[config.mk]
export PLATFORM = sky130hd
export DESIGN_NAME = mipi_lane_state_monitor
export DESIGN_NICKNAME = d
export VERILOG_FILES = /design/src/rtl/mipi_lane_state_monitor.sv
export SDC_FILE = /design/constraint.sdc
export NUM_CORES = 1
export LEC_CHECK = 0
export CORE_MARGIN = 5
export CORE_UTILIZATION = 65
export DETAILED_ROUTE_END_ITERATION = 16
export PLACE_DENSITY = 0.85
export SKIP_LAST_GASP = 1
export SLEW_MARGIN = 20
export SYNTH_ARGS = -nofsm -noshare
export SYNTH_HDL_FRONTEND = slang
export SYNTH_SLANG_ARGS = --single-unit
[constraint.sdc]
create_clock -name sys_clk -period 5.5 [get_ports sys_clk]
set_clock_uncertainty 0.15 [all_clocks]
set_input_delay 1.1 -clock sys_clk [delete_from_list [all_inputs] [get_ports sys_clk]]
set_output_delay 1.1 -clock sys_clk [all_outputs]
set_load 0.01 [all_outputs]
[src/rtl/mipi_lane_state_monitor.sv]
// Per-lane MIPI D-PHY LP state monitor: tracks the LP11->LP01->LP00 start-of-transmission
// sequence on each lane and qualifies the HS burst window with SoT/EoT/error pulses.
module mipi_lane_state_monitor #(
  parameter int unsigned NUM_LANES   = 4,
  parameter int unsigned SETTLE_CYC  = 4,
  parameter int unsigned TIMEOUT_CYC = 65535
) (
  input  logic                   sys_clk,
  input  logic                   sys_rst_n,
  input  logic [NUM_LANES-1:0]   lane_en,
  input  logic [2*NUM_LANES-1:0] lp_lane,
  input  logic [NUM_LANES-1:0]   lp_lane_cd,
  output logic [NUM_LANES-1:0]   hs_burst_flag,
  output logic                   hs_burst_all,
  output logic [NUM_LANES-1:0]   sot_pulse,
  output logic [NUM_LANES-1:0]   eot_pulse,
  output logic [NUM_LANES-1:0]   err_pulse,
  output logic [15:0]            burst_count
);

  localparam logic [1:0] LP00 = 2'b00;
  localparam logic [1:0] LP01 = 2'b01;
  localparam logic [1:0] LP10 = 2'b10;
  localparam logic [1:0] LP11 = 2'b11;

  typedef enum logic [2:0] {StStop, StHsRqst, StHsPrpr, StHsBurst, StWaitStop} state_e;

  logic [2*NUM_LANES-1:0] lp_meta_q, lp_s_q;
  logic [NUM_LANES-1:0]   cd_meta_q, cd_s_q;
  logic [NUM_LANES-1:0]   eot_take;

  always_ff @(posedge sys_clk or negedge sys_rst_n) begin
    if (!sys_rst_n) begin
      lp_meta_q <= '1;
      lp_s_q    <= '1;
      cd_meta_q <= '0;
      cd_s_q    <= '0;
    end else begin
      lp_meta_q <= lp_lane;
      lp_s_q    <= lp_meta_q;
      cd_meta_q <= lp_lane_cd;
      cd_s_q    <= cd_meta_q;
    end
  end

  for (genvar i = 0; i < NUM_LANES; i++) begin : g_lane
    state_e      state_q;
    logic [15:0] settle_q;
    logic [15:0] tout_q;
    logic        flag_q, sot_q, eot_q, err_q;
    logic [1:0]  lp;

    assign lp = lp_s_q[2*i+:2];
    // Normal exit has priority over the timeout, so it is decoded once here and reused.
    assign eot_take[i] = lane_en[i] && (state_q == StHsBurst) && (cd_s_q[i] || lp == LP11);

    always_ff @(posedge sys_clk or negedge sys_rst_n) begin
      if (!sys_rst_n) begin
        state_q  <= StStop;
        settle_q <= '0;
        tout_q   <= '0;
        flag_q   <= 1'b0;
        sot_q    <= 1'b0;
        eot_q    <= 1'b0;
        err_q    <= 1'b0;
      end else begin
        sot_q <= 1'b0;
        eot_q <= 1'b0;
        err_q <= 1'b0;
        if (!lane_en[i]) begin
          state_q  <= StStop;
          settle_q <= '0;
          tout_q   <= '0;
          flag_q   <= 1'b0;
        end else begin
          case (state_q)
            StStop: begin
              if (lp == LP01) state_q <= StHsRqst;
              else if (lp == LP10) state_q <= StWaitStop;
            end
            StHsRqst: begin
              unique case (lp)
                LP00: begin
                  state_q  <= StHsPrpr;
                  settle_q <= '0;
                end
                LP11: state_q <= StStop;
                LP10: begin
                  state_q <= StWaitStop;
                  err_q   <= 1'b1;
                end
                default: state_q <= StHsRqst;
              endcase
            end
            StHsPrpr: begin
              if (lp == LP11) begin
                state_q <= StStop;
                err_q   <= 1'b1;
              end else if (settle_q == 16'(SETTLE_CYC - 1)) begin
                state_q <= StHsBurst;
                flag_q  <= 1'b1;
                sot_q   <= 1'b1;
                tout_q  <= '0;
              end else begin
                settle_q <= settle_q + 16'd1;
              end
            end
            StHsBurst: begin
              if (eot_take[i]) begin
                state_q <= StStop;
                flag_q  <= 1'b0;
                eot_q   <= 1'b1;
              end else if (tout_q == 16'(TIMEOUT_CYC - 1)) begin
                state_q <= StWaitStop;
                flag_q  <= 1'b0;
                err_q   <= 1'b1;
              end else begin
                tout_q <= tout_q + 16'd1;
              end
            end
            StWaitStop: begin
              if (lp == LP11) state_q <= StStop;
            end
            default: begin
              state_q <= StStop;
              flag_q  <= 1'b0;
            end
          endcase
        end
      end
    end

    assign hs_burst_flag[i] = flag_q;
    assign sot_pulse[i]     = sot_q;
    assign eot_pulse[i]     = eot_q;
    assign err_pulse[i]     = err_q;
  end

  assign hs_burst_all = (|lane_en) & (&(hs_burst_flag | ~lane_en));

  always_ff @(posedge sys_clk or negedge sys_rst_n) begin
    if (!sys_rst_n) begin
      burst_count <= '0;
    end else if (eot_take[0]) begin
      burst_count <= burst_count + 16'd1;
    end
  end

endmodule
==> impl_metrics.ini, run 1 <==
[floorplan]
die_x_um = 138
die-height_um = 138
rows = 46
floorplan.core_area_um2 = 16000
design.portCount = 51
floorplan.initialDensity_pct = 66.7
die-area_um2 = 19100

[clock_network]
root_buffer = sky130_fd_sc_hd__clkbuf_16
cts.path.max_buffers = 2
cts_resized = 0
worstSkewPairLatency_ns = 0.43
cts_inserted_buffers = 17
cts_tree = yes
cts.sinks = 196
clock_tree.htree_level_count = 4
total_of_hold_buffers_inserted_after_clock_tree_synthesis = 0
number_of_buffers_inserted_to_repair_setup_after_cts = 0
clock_transition_at_the_registers_of_the_reported_paths_ns = 0.07

[setup_path]
timing.critical_path.from_type = primary input
critPathKind = in -> out
cp_data_arrival_time_ns = 2.93
timing.critical_path.to_type = output pin
timing.reg2reg.worst_path_depth = 5
critPathMaxFanout = 11
required_ns = 4.25

[place]
numPortBuffers = 50
placement.setup.worst_slack_ns = 1.30
hpwlAfterDp_um = 16200
postPlaceCellArea_um2 = 11100
gp_congestion = 0.869

[sta]
timing.final.hold_violations = 0
layout_min_cycle_time_ns = 4.18
final.setup.tns_ns = 0
tightestPinTransition_ns = 1.03
finalCritPeriodShare_pct = 76.0
setup_slack_ns = 1.32
worst_slew_margin_rel_pct = 31.0
setup_violations = 0
rsz0062_at_grt = false
final_max_tran_viols = 0
f_max_mhz = 239

[yosys]
yosysSeqAreaShare_pct = 46.1
synth_top_cell_by_area = sky130_fd_sc_hd__dfrtp_1
synth_seq_cells = 196
synth_area_per_cell_um2 = 9.17
synth_top_area_share_pct = 42.2
synth_async_sr_flop_share_pct = 100
synth.distinct_cells = 82
syn_area_um2 = 10700
post_synth_main_area_contributors = sky130_fd_sc_hd__dfrtp_1, sky130_fd_sc_hd__dfstp_2, sky130_fd_sc_hd__nand2_1, sky130_fd_sc_hd__o21ai_0, sky130_fd_sc_hd__nor2_1
syn-instance-count = 1164
post_synthesis_net_count = 1195
edff_count_synth = 0
synth_warnings = 0
ys.flop_type = sky130_fd_sc_hd__dfrtp_1

[route]
wl_um = 23700
drcViolationCount = 0
antenna_left = 0
dr.pass1.iters = 5
via_per_inst = 6.57
drtIter0Drc = 813
routedWlPerCell_um = 16.9
routed-via-count = 9207

[final_layout]
finalNetCount = 1204
mostFrequentLayoutCell = sky130_fd_sc_hd__dfrtp_1
design_area_um2 = 11700
utilization_pct = 73.3
n_antenna_cell = 0
layout_cell_share_with_drive_strength_beyond_1_pct = 7.00
commonest_cells_after_routing_fill_and_taps_aside = sky130_fd_sc_hd__dfrtp_1, sky130_fd_sc_hd__nand2_1, sky130_fd_sc_hd__nor2_1
layout-area-overhead-vs-synth_pct = 9.84

[global_routing]
first_global_vias = 8579
globalRouteOverflowTotal = 0
pin_count_of_the_biggest_net_entering_global_routing = 118
global_route.usage.total_pct = 24.7
initial_antenna_violation_count = 0
global_route_wire_length_before_repair_um = 40500

[min_path]
worstHoldPathCells = 0
worstHoldPathType = reg -> reg

[outcome]
run_status = finished clean

[pwr]
pwrdens_nw_per_um2 = 249
vdd_ir_drop_max_mv = 0.218
static-leakage-power_nw = 4.91

[flow_run]
maxCapViolCount = 0
-- registers in the layout, indices dropped and copies added (netlist names), 8 cells and up --
name and count:
g_lane.settle_q 64, g_lane.tout_q 64, burst_count 16, g_lane.state_q 12, lp_meta_q 8, lp_s_q 8
-- layout make-up --
| type | instances | area, µm² |
|---|---|---|
| Timing Repair Buffer | 53 | 527 |
| Tap cell | 216 | 270 |
| Fill cell | 1214 | 4280 |
| Sequential cell | 196 | 4920 |
| Clock inverter | 15 | 148 |
| Inverter | 31 | 116 |
| Clock buffer | 17 | 425 |
| Multi-Input combinational cell | 874 | 5310 |
-- metal layers --
layer	wire length [µm]	vias to the layer above	GRT usage (%)	part of all wire, %
li1	-	4376	-	-
met3	1260	35	4.69	5.3
met1	10400	4484	33.6	44
met2	11800	312	40.8	50
met5	0	-	0	0
met4	324	0	6.92	1.4
-- where the power goes --
group | total [W] | internal (W) | switching, W
Combinational | 0.000185 | 0.0000734 | 0.000111
Clock | 0.00121 | 0.000636 | 0.000575
Sequential | 0.00152 | 0.00147 | 0.0000528
Total | 0.00292 | 0.00218 | 0.000739
-- metrics by stage --
step | total power [W] | hold slack (ns) | std cells
6_report | 0.00292 | 0.200 | 1402
3_3_place_gp | 0.00172 | 0.185 | 1370
3_5_place_dp | 0.00173 | 0.187 | 1370
4_1_cts | 0.00294 | 0.203 | 1402
5_1_grt | 0.00303 | 0.210 | 1402
2_1_floorplan | 0.00166 | 0.181 | 1164
-- cells by family after synthesis --
kind of cell | count (synthesis) | share of synthesized area (%)
AND/OR/NAND/NOR | 504 | 24.9
AO/OA/AOI/OAI | 315 | 19.6
flip-flops | 196 | 46.1
buffers and inverters | 94 | 4.19
XOR/XNOR | 32 | 2.63
adder cells (fa/ha/maj) | 13 | 1.52
multiplexers | 10 | 0.996
-- critical path: stages --
cell,delay [ns]
sky130_fd_sc_hd__clkdlybuf4s50_1,0.64
sky130_fd_sc_hd__inv_1,0.19
sky130_fd_sc_hd__o22ai_1,0.13
sky130_fd_sc_hd__nor3_1,0.28
sky130_fd_sc_hd__clkdlybuf4s50_1,0.59
-- worst paths after layout --
kind                       slack (ns)                                 to                        startpoint
min                              0.20                cd_s_q[3]$_DFF_PN0_            cd_meta_q[3]$_DFF_PN0_
max reg2reg                      2.80  g_lane[3].settle_q[2]$_DFFE_PN0P_  g_lane[3].state_q[0]$_DFFE_PN0P_
min reg2reg                      0.20                cd_s_q[3]$_DFF_PN0_            cd_meta_q[3]$_DFF_PN0_
min in group asynchronous        0.63  g_lane[2].settle_q[1]$_DFFE_PN0P_                         sys_rst_n
max                              1.32                       hs_burst_all                        lane_en[0]
max in group asynchronous        3.46   g_lane[0].tout_q[15]$_DFFE_PN0P_                         sys_rst_n
-- synth_stat cells (9+ instances only) --
cell	n
sky130_fd_sc_hd__nor2b_1	9
sky130_fd_sc_hd__inv_1	31
sky130_fd_sc_hd__xnor2_1	16
sky130_fd_sc_hd__nor4_1	21
sky130_fd_sc_hd__nand3_1	67
sky130_fd_sc_hd__clkbuf_1	28
sky130_fd_sc_hd__ha_1	13
sky130_fd_sc_hd__nor2_1	92
sky130_fd_sc_hd__o31ai_1	26
sky130_fd_sc_hd__o21ai_0	71
sky130_fd_sc_hd__or2_2	10
sky130_fd_sc_hd__nand2b_1	15
sky130_fd_sc_hd__xor2_1	16
sky130_fd_sc_hd__dfstp_2	16
sky130_fd_sc_hd__a211o_1	14
sky130_fd_sc_hd__a31oi_1	45
sky130_fd_sc_hd__dfrtp_1	180
sky130_fd_sc_hd__or3_1	14
sky130_fd_sc_hd__and2_1	14
sky130_fd_sc_hd__a41oi_1	10
sky130_fd_sc_hd__a21oi_1	53
sky130_fd_sc_hd__and3_1	29
sky130_fd_sc_hd__or4_1	9
sky130_fd_sc_hd__buf_2	14
sky130_fd_sc_hd__a21o_1	12
sky130_fd_sc_hd__buf_4	16
sky130_fd_sc_hd__nand2_1	107
sky130_fd_sc_hd__nor3_1	38
sky130_fd_sc_hd__nand4_1	35
(Power assumes the default switching activity.)
==> run 2: changes to the inputs <==
CORE_UTILIZATION = 55   (was 65)
PLACE_DENSITY = 0.77   (was 0.85)
clock period = 3.5 ns   (was 5.5 ns; I/O delays follow)
==> impl_metrics.ini, run 2 (same netlist as run 1, synthesis figures left out) <==
[floorplan]
design.portCount = 51
die-area_um2 = 22300
die_x_um = 149
floorplan.initialDensity_pct = 55.4
rows = 51
die-height_um = 149
floorplan.core_area_um2 = 19300

[global_routing]
busiest_layer = met2
globalRouteOverflowTotal = 0
first_global_vias = 8415
initial_antenna_violation_count = 0
met2_grt_util_pct = 35.3
met3_usage_pct = 3.37
global_route.usage.total_pct = 21.8
pin_count_of_the_biggest_net_entering_global_routing = 79
global_route.usage.met1_pct = 31.1
global_route_wire_length_before_repair_um = 40700

[route]
drtIter0Drc = 584
routedWlPerCell_um = 16.0
dr.pass1.iters = 5
routed-via-count = 9006
wl_um = 23600
antenna_left = 0
via_per_inst = 6.11
drcViolationCount = 0

[sta]
timing.final.hold_violations = 0
layout_min_cycle_time_ns = 3.14
final_max_tran_viols = 0
finalCritPeriodShare_pct = 89.8
rsz0062_at_grt = false
setup_violations = 0
f_max_mhz = 318
final.setup.tns_ns = 0
tightestPinTransition_ns = 1.15
worst_slew_margin_rel_pct = 22.9
whs_ns = 0.118

[place]
hpwlAfterDp_um = 16400
postPlaceCellArea_um2 = 11400
numPortBuffers = 50
gp_congestion = 0.848
post-place-cells = 1441

[final_layout]
commonest_cells_after_routing_fill_and_taps_aside = sky130_fd_sc_hd__dfrtp_1, sky130_fd_sc_hd__nand2_1, sky130_fd_sc_hd__nor2_1
reg.largest.list = g_lane.settle_q: 64 flops, g_lane.tout_q: 64 flops, burst_count: 16 flops
layout-area-overhead-vs-synth_pct = 12.5
layout_cell_share_with_drive_strength_beyond_1_pct = 8.69
finalNetCount = 1226
mostFrequentLayoutCell = sky130_fd_sc_hd__dfrtp_1
n_antenna_cell = 0
stdcell_count = 1473
design_area_um2 = 12000

[setup_path]
timing.critical_path.from_type = primary input
timing.reg2reg.worst_path_depth = 5
r2r_setup_slack_ns = 0.68
regToRegEndpoint = g_lane[3].settle_q[15]$_DFFE_PN0P_
required_ns = 2.65
critPathMaxFanout = 7
r2r-start = g_lane[3].state_q[0]$_DFFE_PN0P_
critPathKind = in -> out
timing.critical_path.to_type = output pin
cp_data_arrival_time_ns = 2.29

[clock_network]
number_of_buffers_inserted_to_repair_setup_after_cts = 0
root_buffer = sky130_fd_sc_hd__clkbuf_16
worstSkewPairLatency_ns = 0.44
cts_resized = 0
cts_inserted_buffers = 17
cts_tree = yes
cts.path.max_buffers = 2
total_of_hold_buffers_inserted_after_clock_tree_synthesis = 0
clock_transition_at_the_registers_of_the_reported_paths_ns = 0.07
cts.sinks = 196
clock_tree.htree_level_count = 4

[pwr]
vdd_ir_drop_max_mv = 0.315
static-leakage-power_nw = 5.05
internal_power_w = 0.00352
sequentialPowerShare_pct = 50.8
pwrdens_nw_per_um2 = 392
p_comb_share_pct = 6.4
switching_power_w = 0.00118
swShare_pct = 25.1
p_clk_share_pct = 42.8

[min_path]
worstHoldPathType = in -> async

[outcome]
run_status = finished clean

[flow_run]
maxCapViolCount = 0
-- run 2: changes by cell type in the layout (fill, tap and decap cells not counted), sizes merged --
| cell | change |
|---|---|
| buf | +22 |
| clkinv | -4 |
| inv | +3 |
| bufinv | +1 |
-- run 2: how the worst max path moves through the flow --
stage                    start                      endpoint  slack (ns)
finish              lane_en[0]                  hs_burst_all        0.36
global route        lane_en[0]                  hs_burst_all        0.29
CTS                 lane_en[0]                  hs_burst_all        0.35
detailed placement  lane_en[0]   burst_count[15]$_DFFE_PN0P_        0.30
global placement    lane_en[0]                  hs_burst_all        0.37
floorplan           lane_en[2]  g_lane[2].flag_q$_DFFE_PN0P_        1.09
-- run 2: final cells by class --
type                       count  area (µm²)
clock buffer                  17         425
timing repair buffer          75         717
clock inverter                15         189
tap                          265         332
inverter                      31         116
sequential                   196        4920
fill                        1639        7260
multi-input combinational    874        5310
-- run 2: worst max-delay path, stage by stage --
cell	delay (ns)
sky130_fd_sc_hd__clkdlybuf4s50_1	0.54
sky130_fd_sc_hd__inv_1	0.15
sky130_fd_sc_hd__o22ai_1	0.10
sky130_fd_sc_hd__nor3_1	0.18
sky130_fd_sc_hd__clkdlybuf4s50_1	0.62
-- run 2: metrics by stage --
step	power, W	setup slack (ns)	utilization, %
floorplan	0.00260	1.09	-
global placement	0.00272	0.366	59.1
detailed placement	0.00273	0.297	59.1
CTS	0.00475	0.349	62.3
global route	0.00489	0.293	62.3
finish	0.00470	0.358	62.3
-- run 2: power by group through the flow --
stage               Combinational (W)  Clock (W)  Sequential, W
finish                       0.000301    0.00201        0.00239
global route                 0.000338    0.00216        0.00240
CTS                          0.000303    0.00206        0.00239
detailed placement           0.000301          0        0.00243
global placement             0.000296          0        0.00243
floorplan                    0.000229          0        0.00237
-- run 2: metal layers --
metal / wire length (µm) / up-vias
met5: 0 / -
met4: 269 / 0
met3: 977 / 27
met1: 11000 / 4331
met2: 11400 / 235
li1: - / 4413
